==> config.mk <==
export PLATFORM = sky130hd
export DESIGN_NAME = hazard_stall_controller_flat
export DESIGN_NICKNAME = d
export VERILOG_FILES = /design/src/rtl/hazard_stall_controller_pkg.sv /design/src/rtl/hazard_stall_controller_if.sv /design/src/rtl/hazard_stall_controller_hazard_detect.sv /design/src/rtl/hazard_stall_controller.sv /design/src/flat_wrapper.sv
export SDC_FILE = /design/constraint.sdc
export NUM_CORES = 1
export LEC_CHECK = 0
export ABC_CLOCK_PERIOD_IN_PS = 4500
export CAP_MARGIN = 20
export CORE_MARGIN = 8
export CORE_UTILIZATION = 23
export CTS_CLUSTER_DIAMETER = 80
export DETAILED_ROUTE_END_ITERATION = 12
export GPL_ROUTABILITY_DRIVEN = 0
export HOLD_SLACK_MARGIN = 0.15
export PLACE_DENSITY = 0.49
export SLEW_MARGIN = 5
export SYNTH_ARGS = -nofsm -noshare
export SYNTH_HDL_FRONTEND = slang
export SYNTH_SLANG_ARGS = --single-unit
==> constraint.sdc <==
create_clock -name clk -period 4.5 [get_ports clk]
set_clock_uncertainty 0.05 [all_clocks]
set_input_delay 0.675 -clock clk [delete_from_list [all_inputs] [get_ports clk]]
set_output_delay 0.675 -clock clk [all_outputs]
set_load 0.02 [all_outputs]
==> src/rtl/hazard_stall_controller_pkg.sv <==
// rtl/hazard_stall_controller_pkg.sv - shared opcodes, FSM encoding and rt-usage helper
// Purpose : common definitions for the hazard/stall sequencer and its load-use detector.
// Contents: OP_* opcode constants, state_t FSM encoding, uses_rt() opcode classifier.
package pipe_pkg;

  localparam logic [5:0] OP_NOP  = 6'b000000;
  localparam logic [5:0] OP_ADDU = 6'b000001;
  localparam logic [5:0] OP_DIV  = 6'b000110;
  localparam logic [5:0] OP_BEQ  = 6'b001001;
  localparam logic [5:0] OP_SC   = 6'b001011;

  typedef enum logic [1:0] {
    ST_RUN      = 2'd0,
    ST_DIV_BUSY = 2'd1,
    ST_DIV_DONE = 2'd2
  } state_t;

  // Opcodes that read rt as a source operand; all others only read rs.
  function automatic logic uses_rt(input logic [5:0] op);
    logic r;
    case (op)
      OP_ADDU, OP_DIV, OP_BEQ, OP_SC: r = 1'b1;
      default:                        r = 1'b0;
    endcase
    return r;
  endfunction

endpackage

==> src/rtl/hazard_stall_controller_if.sv <==
// rtl/hazard_stall_controller_if.sv - decode/execute status in, pipeline control out
// Purpose : bundles the sequencer's pipeline-facing signals.
// Ports   : id_opcode/id_rs/id_rt, ex_mem_read/ex_rd/ex_branch_taken, mem_wait, stall_clr (to
//           sequencer); hazard, pc_we, ifid_we, idex_we, flush_ifid, div_start, div_wb_en,
//           stall_count (from sequencer). master = pipeline side, slave = sequencer.
interface hazard_stall_controller_if #(
  parameter int REG_AW = 5,
  parameter int CNT_W  = 16
);

  logic [5:0]        id_opcode;
  logic [REG_AW-1:0] id_rs;
  logic [REG_AW-1:0] id_rt;
  logic              ex_mem_read;
  logic [REG_AW-1:0] ex_rd;
  logic              ex_branch_taken;
  logic              mem_wait;
  logic              stall_clr;

  logic              hazard;
  logic              pc_we;
  logic              ifid_we;
  logic              idex_we;
  logic              flush_ifid;
  logic              div_start;
  logic              div_wb_en;
  logic [CNT_W-1:0]  stall_count;

  modport master (
    output id_opcode, id_rs, id_rt, ex_mem_read, ex_rd, ex_branch_taken, mem_wait, stall_clr,
    input  hazard, pc_we, ifid_we, idex_we, flush_ifid, div_start, div_wb_en, stall_count
  );

  modport slave (
    input  id_opcode, id_rs, id_rt, ex_mem_read, ex_rd, ex_branch_taken, mem_wait, stall_clr,
    output hazard, pc_we, ifid_we, idex_we, flush_ifid, div_start, div_wb_en, stall_count
  );

endinterface

==> src/rtl/hazard_stall_controller_hazard_detect.sv <==
// rtl/hazard_stall_controller_hazard_detect.sv - combinational load-use compare
// Purpose : flags an ID instruction that reads the register a load in EX is about to write.
// Ports   : id_opcode, id_rs, id_rt, ex_mem_read, ex_rd in; load_use out.
module hazard_detect
  import pipe_pkg::*;
#(
  parameter int REG_AW = 5
) (
  input  logic [5:0]        id_opcode,
  input  logic [REG_AW-1:0] id_rs,
  input  logic [REG_AW-1:0] id_rt,
  input  logic              ex_mem_read,
  input  logic [REG_AW-1:0] ex_rd,
  output logic              load_use
);

  // r0 is hardwired zero, so a load targeting it never creates a dependency.
  assign load_use = ex_mem_read && (ex_rd != '0) &&
                    ((ex_rd == id_rs) || (uses_rt(id_opcode) && (ex_rd == id_rt)));

endmodule

==> src/rtl/hazard_stall_controller.sv <==
// rtl/hazard_stall_controller.sv - load-use / DIV / branch / mem-wait pipeline sequencer
// Purpose : drives bubble insert and PC/IF-ID/ID-EX write enables, sequences the multi-cycle
//           divider and counts stalled cycles (pc_we==0), saturating.
// Ports   : clk, rst_n (async, active-low); bus (slave) carries decode/execute status in and
//           pipeline control plus stall_count out.
module hazard_stall_controller
  import pipe_pkg::*;
#(
  parameter int DIV_CYCLES = 8,
  parameter int CNT_W      = 16,
  parameter int REG_AW     = 5
) (
  input  logic                      clk,
  input  logic                      rst_n,
  hazard_stall_controller_if.slave  bus
);

  localparam int DCW = (DIV_CYCLES > 2) ? $clog2(DIV_CYCLES) : 1;

  state_t           state, state_nxt;
  logic [DCW-1:0]   div_cnt, div_cnt_nxt;
  logic [CNT_W-1:0] stall_count;
  logic             load_use;

  logic hazard_c, pc_we_c, ifid_we_c, idex_we_c, flush_c, start_c, wb_c;

  hazard_detect #(.REG_AW(REG_AW)) u_hazard_detect (
    .id_opcode   (bus.id_opcode),
    .id_rs       (bus.id_rs),
    .id_rt       (bus.id_rt),
    .ex_mem_read (bus.ex_mem_read),
    .ex_rd       (bus.ex_rd),
    .load_use    (load_use)
  );

  always_comb begin
    state_nxt   = state;
    div_cnt_nxt = div_cnt;
    hazard_c    = 1'b0;
    pc_we_c     = 1'b0;
    ifid_we_c   = 1'b0;
    idex_we_c   = 1'b0;
    flush_c     = 1'b0;
    start_c     = 1'b0;
    wb_c        = 1'b0;

    case (state)
      ST_RUN: begin
        // Under mem_wait every enable stays low and no decision is taken.
        if (!bus.mem_wait) begin
          if (bus.ex_branch_taken) begin
            // Wrong-path instruction in ID (even a DIV) is squashed.
            flush_c   = 1'b1;
            hazard_c  = 1'b1;
            pc_we_c   = 1'b1;
            ifid_we_c = 1'b1;
            idex_we_c = 1'b1;
          end else if (load_use) begin
            hazard_c  = 1'b1;
            idex_we_c = 1'b1;
          end else if (bus.id_opcode == OP_DIV) begin
            start_c     = 1'b1;
            pc_we_c     = 1'b1;
            ifid_we_c   = 1'b1;
            idex_we_c   = 1'b1;
            div_cnt_nxt = DCW'(DIV_CYCLES - 1);
            state_nxt   = ST_DIV_BUSY;
          end else begin
            pc_we_c   = 1'b1;
            ifid_we_c = 1'b1;
            idex_we_c = 1'b1;
          end
        end
      end

      ST_DIV_BUSY: begin
        if (div_cnt != '0) begin
          // Divider progress does not pause for memory wait.
          div_cnt_nxt = div_cnt - 1'b1;
          if (!bus.mem_wait) begin
            hazard_c  = 1'b1;
            idex_we_c = 1'b1;
          end
        end else if (!bus.mem_wait) begin
          wb_c      = 1'b1;
          pc_we_c   = 1'b1;
          ifid_we_c = 1'b1;
          idex_we_c = 1'b1;
          state_nxt = ST_RUN;
        end else begin
          // Result is ready but the pipeline is frozen; park it.
          state_nxt = ST_DIV_DONE;
        end
      end

      ST_DIV_DONE: begin
        if (!bus.mem_wait) begin
          wb_c      = 1'b1;
          pc_we_c   = 1'b1;
          ifid_we_c = 1'b1;
          idex_we_c = 1'b1;
          state_nxt = ST_RUN;
        end
      end

      default: state_nxt = ST_RUN;
    endcase
  end

  always_ff @(posedge clk or negedge rst_n) begin
    if (!rst_n) begin
      state       <= ST_RUN;
      div_cnt     <= '0;
      stall_count <= '0;
    end else begin
      state   <= state_nxt;
      div_cnt <= div_cnt_nxt;
      if (bus.stall_clr) begin
        stall_count <= '0;
      end else if (!pc_we_c && (stall_count != '1)) begin
        stall_count <= stall_count + 1'b1;
      end
    end
  end

  // Controls are forced low while reset is asserted, regardless of state.
  assign bus.hazard      = rst_n & hazard_c;
  assign bus.pc_we       = rst_n & pc_we_c;
  assign bus.ifid_we     = rst_n & ifid_we_c;
  assign bus.idex_we     = rst_n & idex_we_c;
  assign bus.flush_ifid  = rst_n & flush_c;
  assign bus.div_start   = rst_n & start_c;
  assign bus.div_wb_en   = rst_n & wb_c;
  assign bus.stall_count = stall_count;

endmodule

==> src/flat_wrapper.sv <==
// flat-port wrapper written by rule: the top's interface ports become plain ports
module hazard_stall_controller_flat import pipe_pkg::*;
#(
  parameter int DIV_CYCLES = 8,
  parameter int CNT_W      = 16,
  parameter int REG_AW     = 5
)
  (clk, rst_n, bus_id_opcode, bus_id_rs, bus_id_rt, bus_ex_mem_read, bus_ex_rd, bus_ex_branch_taken, bus_mem_wait, bus_stall_clr, bus_hazard, bus_pc_we, bus_ifid_we, bus_idex_we, bus_flush_ifid, bus_div_start, bus_div_wb_en, bus_stall_count);
  hazard_stall_controller_if #(.REG_AW(REG_AW), .CNT_W(CNT_W)) bus_i ();
  input  logic clk;
  input  logic rst_n;
  input wire logic [$bits(bus_i.id_opcode)-1:0] bus_id_opcode;
  input wire logic [$bits(bus_i.id_rs)-1:0] bus_id_rs;
  input wire logic [$bits(bus_i.id_rt)-1:0] bus_id_rt;
  input wire logic [$bits(bus_i.ex_mem_read)-1:0] bus_ex_mem_read;
  input wire logic [$bits(bus_i.ex_rd)-1:0] bus_ex_rd;
  input wire logic [$bits(bus_i.ex_branch_taken)-1:0] bus_ex_branch_taken;
  input wire logic [$bits(bus_i.mem_wait)-1:0] bus_mem_wait;
  input wire logic [$bits(bus_i.stall_clr)-1:0] bus_stall_clr;
  output wire logic [$bits(bus_i.hazard)-1:0] bus_hazard;
  output wire logic [$bits(bus_i.pc_we)-1:0] bus_pc_we;
  output wire logic [$bits(bus_i.ifid_we)-1:0] bus_ifid_we;
  output wire logic [$bits(bus_i.idex_we)-1:0] bus_idex_we;
  output wire logic [$bits(bus_i.flush_ifid)-1:0] bus_flush_ifid;
  output wire logic [$bits(bus_i.div_start)-1:0] bus_div_start;
  output wire logic [$bits(bus_i.div_wb_en)-1:0] bus_div_wb_en;
  output wire logic [$bits(bus_i.stall_count)-1:0] bus_stall_count;
  assign bus_i.id_opcode = bus_id_opcode;
  assign bus_i.id_rs = bus_id_rs;
  assign bus_i.id_rt = bus_id_rt;
  assign bus_i.ex_mem_read = bus_ex_mem_read;
  assign bus_i.ex_rd = bus_ex_rd;
  assign bus_i.ex_branch_taken = bus_ex_branch_taken;
  assign bus_i.mem_wait = bus_mem_wait;
  assign bus_i.stall_clr = bus_stall_clr;
  assign bus_hazard = bus_i.hazard;
  assign bus_pc_we = bus_i.pc_we;
  assign bus_ifid_we = bus_i.ifid_we;
  assign bus_idex_we = bus_i.idex_we;
  assign bus_flush_ifid = bus_i.flush_ifid;
  assign bus_div_start = bus_i.div_start;
  assign bus_div_wb_en = bus_i.div_wb_en;
  assign bus_stall_count = bus_i.stall_count;
  hazard_stall_controller #(.DIV_CYCLES(DIV_CYCLES), .CNT_W(CNT_W), .REG_AW(REG_AW)) u_core (.clk(clk), .rst_n(rst_n), .bus(bus_i));
endmodule
# After elaboration in Yosys (flattened, before gate mapping)
# Cells that the tools add are included.
[totals]
out_inout_bits = 23
mem_count = 0
latchBits = 0
mem_bits_rw = 0
reg_bits = 21
romBits = 0
inputBits = 27
[op_classes]
n_mul = 0
mux = 38
shifts = 0
n_reduce_logical = 15
magnitude_cmp = 0
div_mod_pow = 0
bitwise = 6
eq_ne = 16
addsub = 2
[ops]
columns = ["cell", "n"]
rows = [
  ["16-bit two-way mux", 2],
  ["1-bit two-way mux", 19],
  ["16-bit by 1-bit adder with 16-bit output, second input constant", 1],
  ["16-bit != test, second input constant", 1],
  ["3-bit two-way mux", 5],
  ["2-bit two-way mux", 7],
  ["6-bit by 4-bit equality test with 1-bit output, second input constant", 2],
  ["6-bit AND reduction", 2],
  ["5-bit equality test", 2],
  ["2-bit != test, second input constant", 5],
  ["1-bit AND", 6],
  ["6-bit by 1-bit equality test with 1-bit output, second input constant", 1],
  ["6-bit by 3-bit equality test with 1-bit output, second input constant", 1],
  ["2-bit case mux with 3 select lines", 1],
  ["3-bit case mux with 2 select lines", 1],
  ["5-bit nonzero test", 1],
  ["1-bit logical AND", 4],
  ["2-bit by 1-bit != test with 1-bit output, second input constant", 2],
  ["1-bit case mux with 2 select lines", 2],
  ["2-bit nonzero test", 2],
  ["4-bit OR reduction", 1],
  ["1-bit case mux with 3 select lines", 1],
  ["3-bit nonzero test", 1],
  ["3-bit OR reduction", 1],
  ["other kinds (6)", 6],
]

# Longest topological paths before layout
# Gate-level depths: netlist of run 1.
[depth]
word_depth = 14
depth_mapped = 11
mapped_depth_nobuf = 9

# Modules after synthesis
# From an unflattened synthesis of run 1, not the netlist that was laid out.
[unflattened]
hier_cells = 173
hier_area_um2 = 1534.0
[by_module_without_submodules]
columns = ["mod", "area_each_um2", "seq_area_each_um2", "n_inst", "cells_each"]
rows = [
  ["hazard_stall_controller", 1371.3, 525.5, 1, 152],
  ["hazard_detect", 162.7, 0.0, 1, 21],
]

# Least setup slack after synthesis of run 1
# OpenSTA, ideal clock, no wires.
[synth_path]
path_type = "input port to output port"
from = "in bus_ex_rd[0]"
to = "out bus_pc_we"
arrival_time_ns = 2.557
path_stages = 6
path_slack_ns = 1.218
path_cell_list = "or4_1 > o21ai_2 > or3_4 > a21oi_4 > nor4_1 > buf_4"
[synth_between]
elab_chain_cells = 9
word_cells_on_any_way = 12
cone_classes = "eq/ne (2); mux (4); bitwise (1); reduce/logical (5)"
[synth_rtl]
columns = ["item", "line_no", "source"]
rows = [
  ["start, declared", "flat_wrapper.sv:16", "input wire logic [$bits(bus_i.ex_rd)-1:0] bus_ex_rd;"],
  ["5-bit equality test", "hazard_stall_controller_hazard_detect.sv:19", "((ex_rd == id_rs) || (uses_rt(id_opcode) && (ex_rd == id_rt)));"],
  ["1-bit logical AND", "hazard_stall_controller_hazard_detect.sv:19", ""],
  ["1-bit logical OR", "hazard_stall_controller_hazard_detect.sv:19", ""],
  ["1-bit logical AND *", "hazard_stall_controller_hazard_detect.sv:18", "assign load_use = ex_mem_read && (ex_rd != '0) &&"],
  ["1-bit two-way mux * (3 in series)", "--", ""],
  ["1-bit case mux with 3 select lines *", "--", ""],
  ["1-bit AND *", "--", ""],
  ["end, declared", "flat_wrapper.sv:21", "output wire logic [$bits(bus_i.pc_we)-1:0] bus_pc_we;"],
]
# Mark *: on every way between the ends. The rest lies on a longest branch, timed or not.

# Final worst setup path of run 1
[layout_path]
from = "in bus_ex_rd[0]"
to = "out bus_pc_we"
[layout_between]
elab_chain_cells = 9
word_cells_on_any_way = 12
cone_classes = "eq/ne (2); mux (4); bitwise (1); reduce/logical (5)"
[layout_rtl]
columns = ["item", "line_no", "source"]
rows = [
  ["5-bit equality test", "hazard_stall_controller_hazard_detect.sv:19", ""],
  ["1-bit logical AND", "hazard_stall_controller_hazard_detect.sv:19", ""],
  ["1-bit logical OR", "hazard_stall_controller_hazard_detect.sv:19", ""],
  ["1-bit logical AND *", "hazard_stall_controller_hazard_detect.sv:18", ""],
  ["1-bit two-way mux *", "hazard_stall_controller.sv:58", "end else if (load_use) begin"],
  ["1-bit two-way mux *", "hazard_stall_controller.sv:51", "if (bus.ex_branch_taken) begin"],
  ["1-bit two-way mux *", "hazard_stall_controller.sv:50", "if (!bus.mem_wait) begin"],
  ["1-bit case mux with 3 select lines *", "hazard_stall_controller.sv:47", "case (state)"],
  ["1-bit AND *", "hazard_stall_controller.sv:128", "assign bus.pc_we = rst_n & pc_we_c;"],
]
# Marks and branches as above.

==> impl_results.md, run 1 <==
- Status: complete, no violations
- Layout area overhead: 37.94%
- Post-CTS setup buffers: 0
- Crit path kind: in2out
- Max transition margin: 0.5335
- DPL Wire Length: 3485 um
- Final period utilization: 0.8645
- Worst EP arrival: 3170 ps
- Cell Int Power: 389.6 uW
- FF-to-FF path depth: 9
- Tmin final: 3890 ps
- EDFF count, synth: 0
- Die footprint: 9759 um^2
- Clk sinks: 21
- Ports: 50
- Net Sw Power: 253.0 uW
- Sw frac: 0.3938
- Worst Hold Depth: 2
- Die height: 98.79 um
- Worst-path clk slew: 80 ps
- Clock network fraction of total power: 0.196
- TritonCTS buffer count: 3
- Drt wl/cell: 14.17 um
- Sequential share of power: 0.361
- Fin nets: 263
- CTS tree: yes
- Starting DRT DRC Count: 53
- Maximum clock frequency: 0.2571 GHz
- Hold Path End: u_core.div_cnt[1]
- Hold path startpoint: u_core.div_cnt[1]
- CP endpoint kind: output port
- Die width: 98.79 um
- Final wirelength: 4364 um
- Setup TNS: 0 ps
- RR Endpoint: u_core.bus.stall_count[15]
- Final setup vio count: 0
- Vias/cell: 4.750
- Mean Syn Cell Area: 8.710 um^2
- CTS Hold Buffers Added: 0
- Routed Antenna Nets: 0
- Reg2Reg Launch Point: u_core.state[1]
- DR DRC count: 0
- Post-CTS Resized: 0
- Share of post-route cells with drive strength above 1: 0.06140
- Synth Warn #: 0
- Crit start category: input port
- Core outline area: 6719 um^2
- Vias in the first global route: 1382
- Syn nets: 215
- Pwr dens: 295.5 nW/um^2
- Largest net degree at the start of global routing: 24
- VDD IR max: 0.1361 mV
- Cells after Synth: 181
- Lkg Pwr: 0.0008294 uW
- Row cnt: 30
- Share of the yosys chip area belonging to registers: 0.3333
- CTS Buffer Depth: 2
- Port bufs: 49
- Unique cell type count in the Yosys netlist: 47
- CP required: 3770 ps
- Worst reg2reg setup slack: 1660 ps
- ANT cells: 0
- CTS root buf: clkbuf_8
- Initial antenna violation count: 0
- FILL cells: 703
- Yosys reg bits: 21
- Ys flop type: dfrtp_1
- Drt first pass iters: 4
- Final hold violations: 0
- Crit Path Max Fanout: 4
- Initial core utilization: 0.2346
- Worst-Margin Slew: 697.5 ps
- Synthesized cell area: 1577 um^2
- First-pass GRT wire length: 6962 um
- Max-Cap Viols: 0
- Worst-Skew Late Latency: 260 ps
- Tot Pwr: 642.6 uW
- HP Class: reg2reg
- Total GRT Usage: 0.08544
- Comb pwr share: 0.442
- Ys async rst share: 1.000
- Grt total ovfl: 0
- RSZ-0062 raised after global routing: no
- H-tree levels: 1
- Max Slew Vio Count: 0
- Vias: 1463
[registers in the layout, summed over array words and instances, names as in the netlist]
signal and flops:
u_core.bus.stall_count 16, u_core.state 2, u_core.div_cnt 3
[worst max-delay path by stage]
stage | startpoint | to | cells past startpoint
2_1_floorplan | bus_ex_rd[0] | bus_pc_we | 6
3_3_place_gp | bus_ex_rd[0] | bus_ifid_we | 7
3_5_place_dp | bus_ex_rd[0] | bus_pc_we | 7
4_1_cts | bus_ex_rd[0] | bus_pc_we | 7
5_1_grt | bus_ex_rd[0] | bus_ifid_we | 7
6_report | bus_ex_rd[0] | bus_pc_we | 7
[cell type report]
class | instances | area (um^2) | area share
Timing Repair Buffer | 50 | 498.0 | 0.2290
Sequential cell | 21 | 525.5 | 0.2417
Inverter | 8 | 30.03 | 0.01381
Clock buffer | 4 | 45.04 | 0.02071
Multi-Input combinational cell | 145 | 975.9 | 0.4488
Tap cell | 80 | 100.1 | 0.04603
[logic make-up (layout without fill, tap and decap cells)]
| logic type | Yosys count | after routing | share of synthesized area |
|---|---|---|---|
| simple gates | 76 | 76 | 0.2699 |
| compound gates | 46 | 46 | 0.2008 |
| flops | 21 | 21 | 0.3333 |
| buf+inv | 15 | 62 | 0.04762 |
| xor+xnor | 12 | 12 | 0.06667 |
| fa+ha+maj | 7 | 7 | 0.05555 |
| mux | 4 | 4 | 0.02619 |
[metrics by stage]
| step | worst slack [ps] | utilization | cell area, um^2 | cells | hold slack [ps] |
|---|---|---|---|---|---|
| after detailed placement | 566.0 | 0.3169 | 2130 | 304 | 495.8 |
| after global placement | 580.3 | 0.3169 | 2130 | 304 | 499.8 |
| after global routing | 486.6 | 0.3237 | 2175 | 308 | 542.7 |
| after CTS | 568.7 | 0.3237 | 2175 | 308 | 512.6 |
| after floorplan | 1218 | - | 1577 | 181 | 329.4 |
| final | 609.9 | 0.3237 | 2175 | 308 | 505.7 |
[cells in the final DEF, fill, tap and decap left out, types with 2 or more instances in the layout]
master           count
nor3_1               4
nand2b_1             4
xnor2_1              2
dfrtp_1             21
nor4_1               3
nand2_1             10
clkbuf_8             3
nor2b_1              3
inv_1                7
and3_1               5
o31ai_1              3
nor2_1              11
a31oi_1              2
clkdlybuf4s50_1     49
or3_1               11
nand4_1              2
ha_1                 7
mux2i_1              3
a21oi_1             16
o21ai_1              9
o21ai_0              4
or4_1                5
xor2_1              10
nand3_1             11
[power by group through the flow]
stage	Sequential, uW	Combinational, uW	Clock, uW
detailed placement	237	286	0
global route	237	318	132
CTS	233	287	129
global placement	237	284	0
floorplan	240	192	0
finish	232	284	126
[critical path: stages]
cell and delay, ps:
clkdlybuf4s50_1 470, or4_1 580, o21ai_2 160, or3_4 150
a21oi_4 40, nor4_1 390, clkdlybuf4s50_1 700
[cells in the mapped netlist, drive strengths merged (2+ instances only)]
library cell / n / area, um^2
o31ai: 3 / 22.52
nand2: 10 / 37.54
nand3: 11 / 55.05
nor2: 11 / 41.29
xnor2: 2 / 17.52
a211oi: 2 / 20.02
nor2b: 3 / 18.77
or4: 5 / 37.54
ha: 7 / 87.58
and3: 5 / 31.28
a31oi: 2 / 12.51
nor4: 3 / 18.77
or3: 12 / 80.08
buf: 4 / 33.78
o21ai: 15 / 90.09
and2: 2 / 15.02
xor2: 10 / 87.58
nand4: 2 / 12.51
inv: 7 / 26.28
clkbuf: 3 / 11.26
dfrtp: 21 / 525.5
nor3: 4 / 20.02
mux2i: 3 / 30.03
or2: 2 / 12.52
a21oi: 17 / 96.35
nand2b: 4 / 25.02
[routing by layer]
metal | GRT usage | up-vias | wire length, um
li1 | - | 755 | -
met1 | 0.1035 | 689 | 1979
met2 | 0.1486 | 17 | 2229
met3 | 0.02044 | 2 | 127
met4 | 0.01771 | 0 | 28
met5 | 0 | - | 0
(Power assumes the default switching activity.)
==> run 2, diff against run 1 <==
--- a/config.mk
+++ b/config.mk
@@ -7,13 +7,16 @@
 export LEC_CHECK = 0
 export ABC_CLOCK_PERIOD_IN_PS = 4500
 export CAP_MARGIN = 20
+export CELL_PAD_IN_SITES_DETAIL_PLACEMENT = 1
+export CELL_PAD_IN_SITES_GLOBAL_PLACEMENT = 2
 export CORE_MARGIN = 8
 export CORE_UTILIZATION = 23
 export CTS_CLUSTER_DIAMETER = 80
 export DETAILED_ROUTE_END_ITERATION = 12
 export GPL_ROUTABILITY_DRIVEN = 0
 export HOLD_SLACK_MARGIN = 0.15
-export PLACE_DENSITY = 0.49
+export PLACE_DENSITY = 0.74
+export RECOVER_POWER = 100
 export SLEW_MARGIN = 5
 export SYNTH_ARGS = -nofsm -noshare
 export SYNTH_HDL_FRONTEND = slang
==> run 2 against run 1 <==
  * Critical path depth unchanged
  * Core utilization down 0.65 points
  * Hold slack better by 27 ps
  * Setup slack worse by 220 ps
  * Die area unchanged
  * Sequential power about the same
  * Highest routed layer unchanged
==> impl_results.md, run 2 (synthesized netlist as in run 1, its figures left out) <==
- Status: complete, no violations
- HP Class: reg2reg
- Critical path endpoint: bus_ifid_we
- Crit start category: input port
- Reg2Reg Launch Point: u_core.state[1]
- Biggest regs: u_core.bus.stall_count: 16 flops, u_core.div_cnt: 3 flops, u_core.state: 2 flops
- Die height: 98.79 um
- Final wirelength: 4639 um
- Worst-path clk slew: 80 ps
- Clk sinks: 21
- Final setup vio count: 0
- FF-to-FF path depth: 9
- Drt wl/cell: 15.06 um
- Vias in the first global route: 1508
- Max FFs per register: 16
- Max transition margin: 0.06976
- DPL Wire Length: 3773 um
- Worst-Margin Slew: 1386 ps
- RR Endpoint: u_core.bus.stall_count[15]
- Lkg Pwr: 0.0008861 uW
- RSZ-0062 raised after global routing: no
- Crit path launch: bus_ex_rd[3]
- Crit Path Max Fanout: 4
- Die footprint: 9759 um^2
- CP required: 3770 ps
- CP endpoint kind: output port
- Worst reg2reg setup slack: 1010 ps
- DR DRC count: 0
- Final period utilization: 0.9141
- Final instance area: 2131 um^2
- Placed cells: 304
- First-pass GRT wire length: 7610 um
- Post-CTS Resized: 0
- Tmin final: 4113 ps
- Core outline area: 6719 um^2
- Most frequent cells in the layout: 27 x clkdlybuf4s50_1, 22 x dlygate4sd3_1, 21 x dfrtp_1, 17 x a21oi_1
- Routed Antenna Nets: 0
- Initial core utilization: 0.2346
- Layout area overhead: 35.16%
- H-tree levels: 1
- Row cnt: 30
- Worst-Skew Late Latency: 270 ps
- Final hold violations: 0
- Hold path startpoint: u_core.bus.stall_count[10]
- Share of post-route cells with drive strength above 1: 0.04386
- CTS tree: yes
- FILL cells: 799
- Crit path kind: in2out
- Vias: 1516
- Largest net degree at the start of global routing: 24
- Grt total ovfl: 0
- CTS root buf: clkbuf_8
- CTS Buffer Depth: 2
- Post-CTS setup buffers: 0
- Ports: 50
- TritonCTS buffer count: 3
- VDD IR max: 0.1555 mV
- Total GRT Usage: 0.09449
- Max Slew Vio Count: 0
- Setup TNS: 0 ps
- Port bufs: 49
- Worst EP arrival: 3390 ps
- Initial antenna violation count: 0
- CTS Hold Buffers Added: 0
- Drt first pass iters: 5
- DP Area: 2130 um^2
- Max-Cap Viols: 0
- Post-Layout Cell Count: 308
- Fin nets: 263
- Vias/cell: 4.922
- Commonest non-fill, non-tap cell in the layout: clkdlybuf4s50_1
- Maximum clock frequency: 0.2431 GHz
- Starting DRT DRC Count: 46
- Largest register by flop count: u_core.bus.stall_count
- ANT cells: 0
- Pwr dens: 294.8 nW/um^2
- Die width: 98.79 um
[run 2: changes by cell type in the layout (fill, tap and decap cells not counted), moves of 3 or more]
| cell | before | now |
|---|---|---|
| o21ai_0 | 4 | 9 |
| o21ai_1 | 9 | 6 |
| clkdlybuf4s50_1 | 49 | 27 |
| dlygate4sd3_1 | 0 | 22 |
[run 2: layout make-up]
cell class                 count  area [um^2]  share of cell area
clock buffer                   3        41.29             0.01938
sequential                    21        525.5              0.2466
timing repair buffer          50        494.2              0.2319
multi-input combinational    145        934.6              0.4386
inverter                       8        30.03             0.01409
tap                           80        100.1             0.04698
clock inverter                 1        5.005            0.002349
[run 2: metal layers]
metal	up-vias	routed length, um	global-route usage
li1	755	-	-
met1	736	2065	0.1132
met2	20	2421	0.1684
met3	5	115	0.01621
met4	0	36	0.02479
met5	-	0	0
[run 2: critical path, stage by stage]
cell	delay, ps
dlygate4sd3_1	590
or4_1	530
o21ai_0	230
or3_2	160
a21oi_1	70
nor4_1	420
clkdlybuf4s50_1	700
[run 2: metrics by stage]
step	hold WS (ps)	util	worst slack (ps)	power [uW]
2_1_floorplan	329.4	-	1218	432.5
3_3_place_gp	496.0	0.3169	565.4	525.8
3_5_place_dp	519.5	0.3169	522.6	527.7
4_1_cts	536.9	0.3238	516.1	660.9
5_1_grt	557.5	0.3171	255.3	685.4
6_report	532.4	0.3171	386.6	628.2
[run 2: how the worst min path moves through the flow]
| stage | cells after the start | to |
|---|---|---|
| finish | 2 | u_core.bus.stall_count[10] |
| global route | 2 | u_core.bus.stall_count[10] |
| CTS | 2 | u_core.bus.stall_count[10] |
| detailed placement | 2 | u_core.div_cnt[1] |
| global placement | 2 | u_core.div_cnt[1] |
| floorplan | 0 | u_core.bus.stall_count[0] |
[run 2: where the power goes]
group,internal (uW),switching (uW)
combinational,105,162
clock,61.8,66.2
sequential,209,24.2
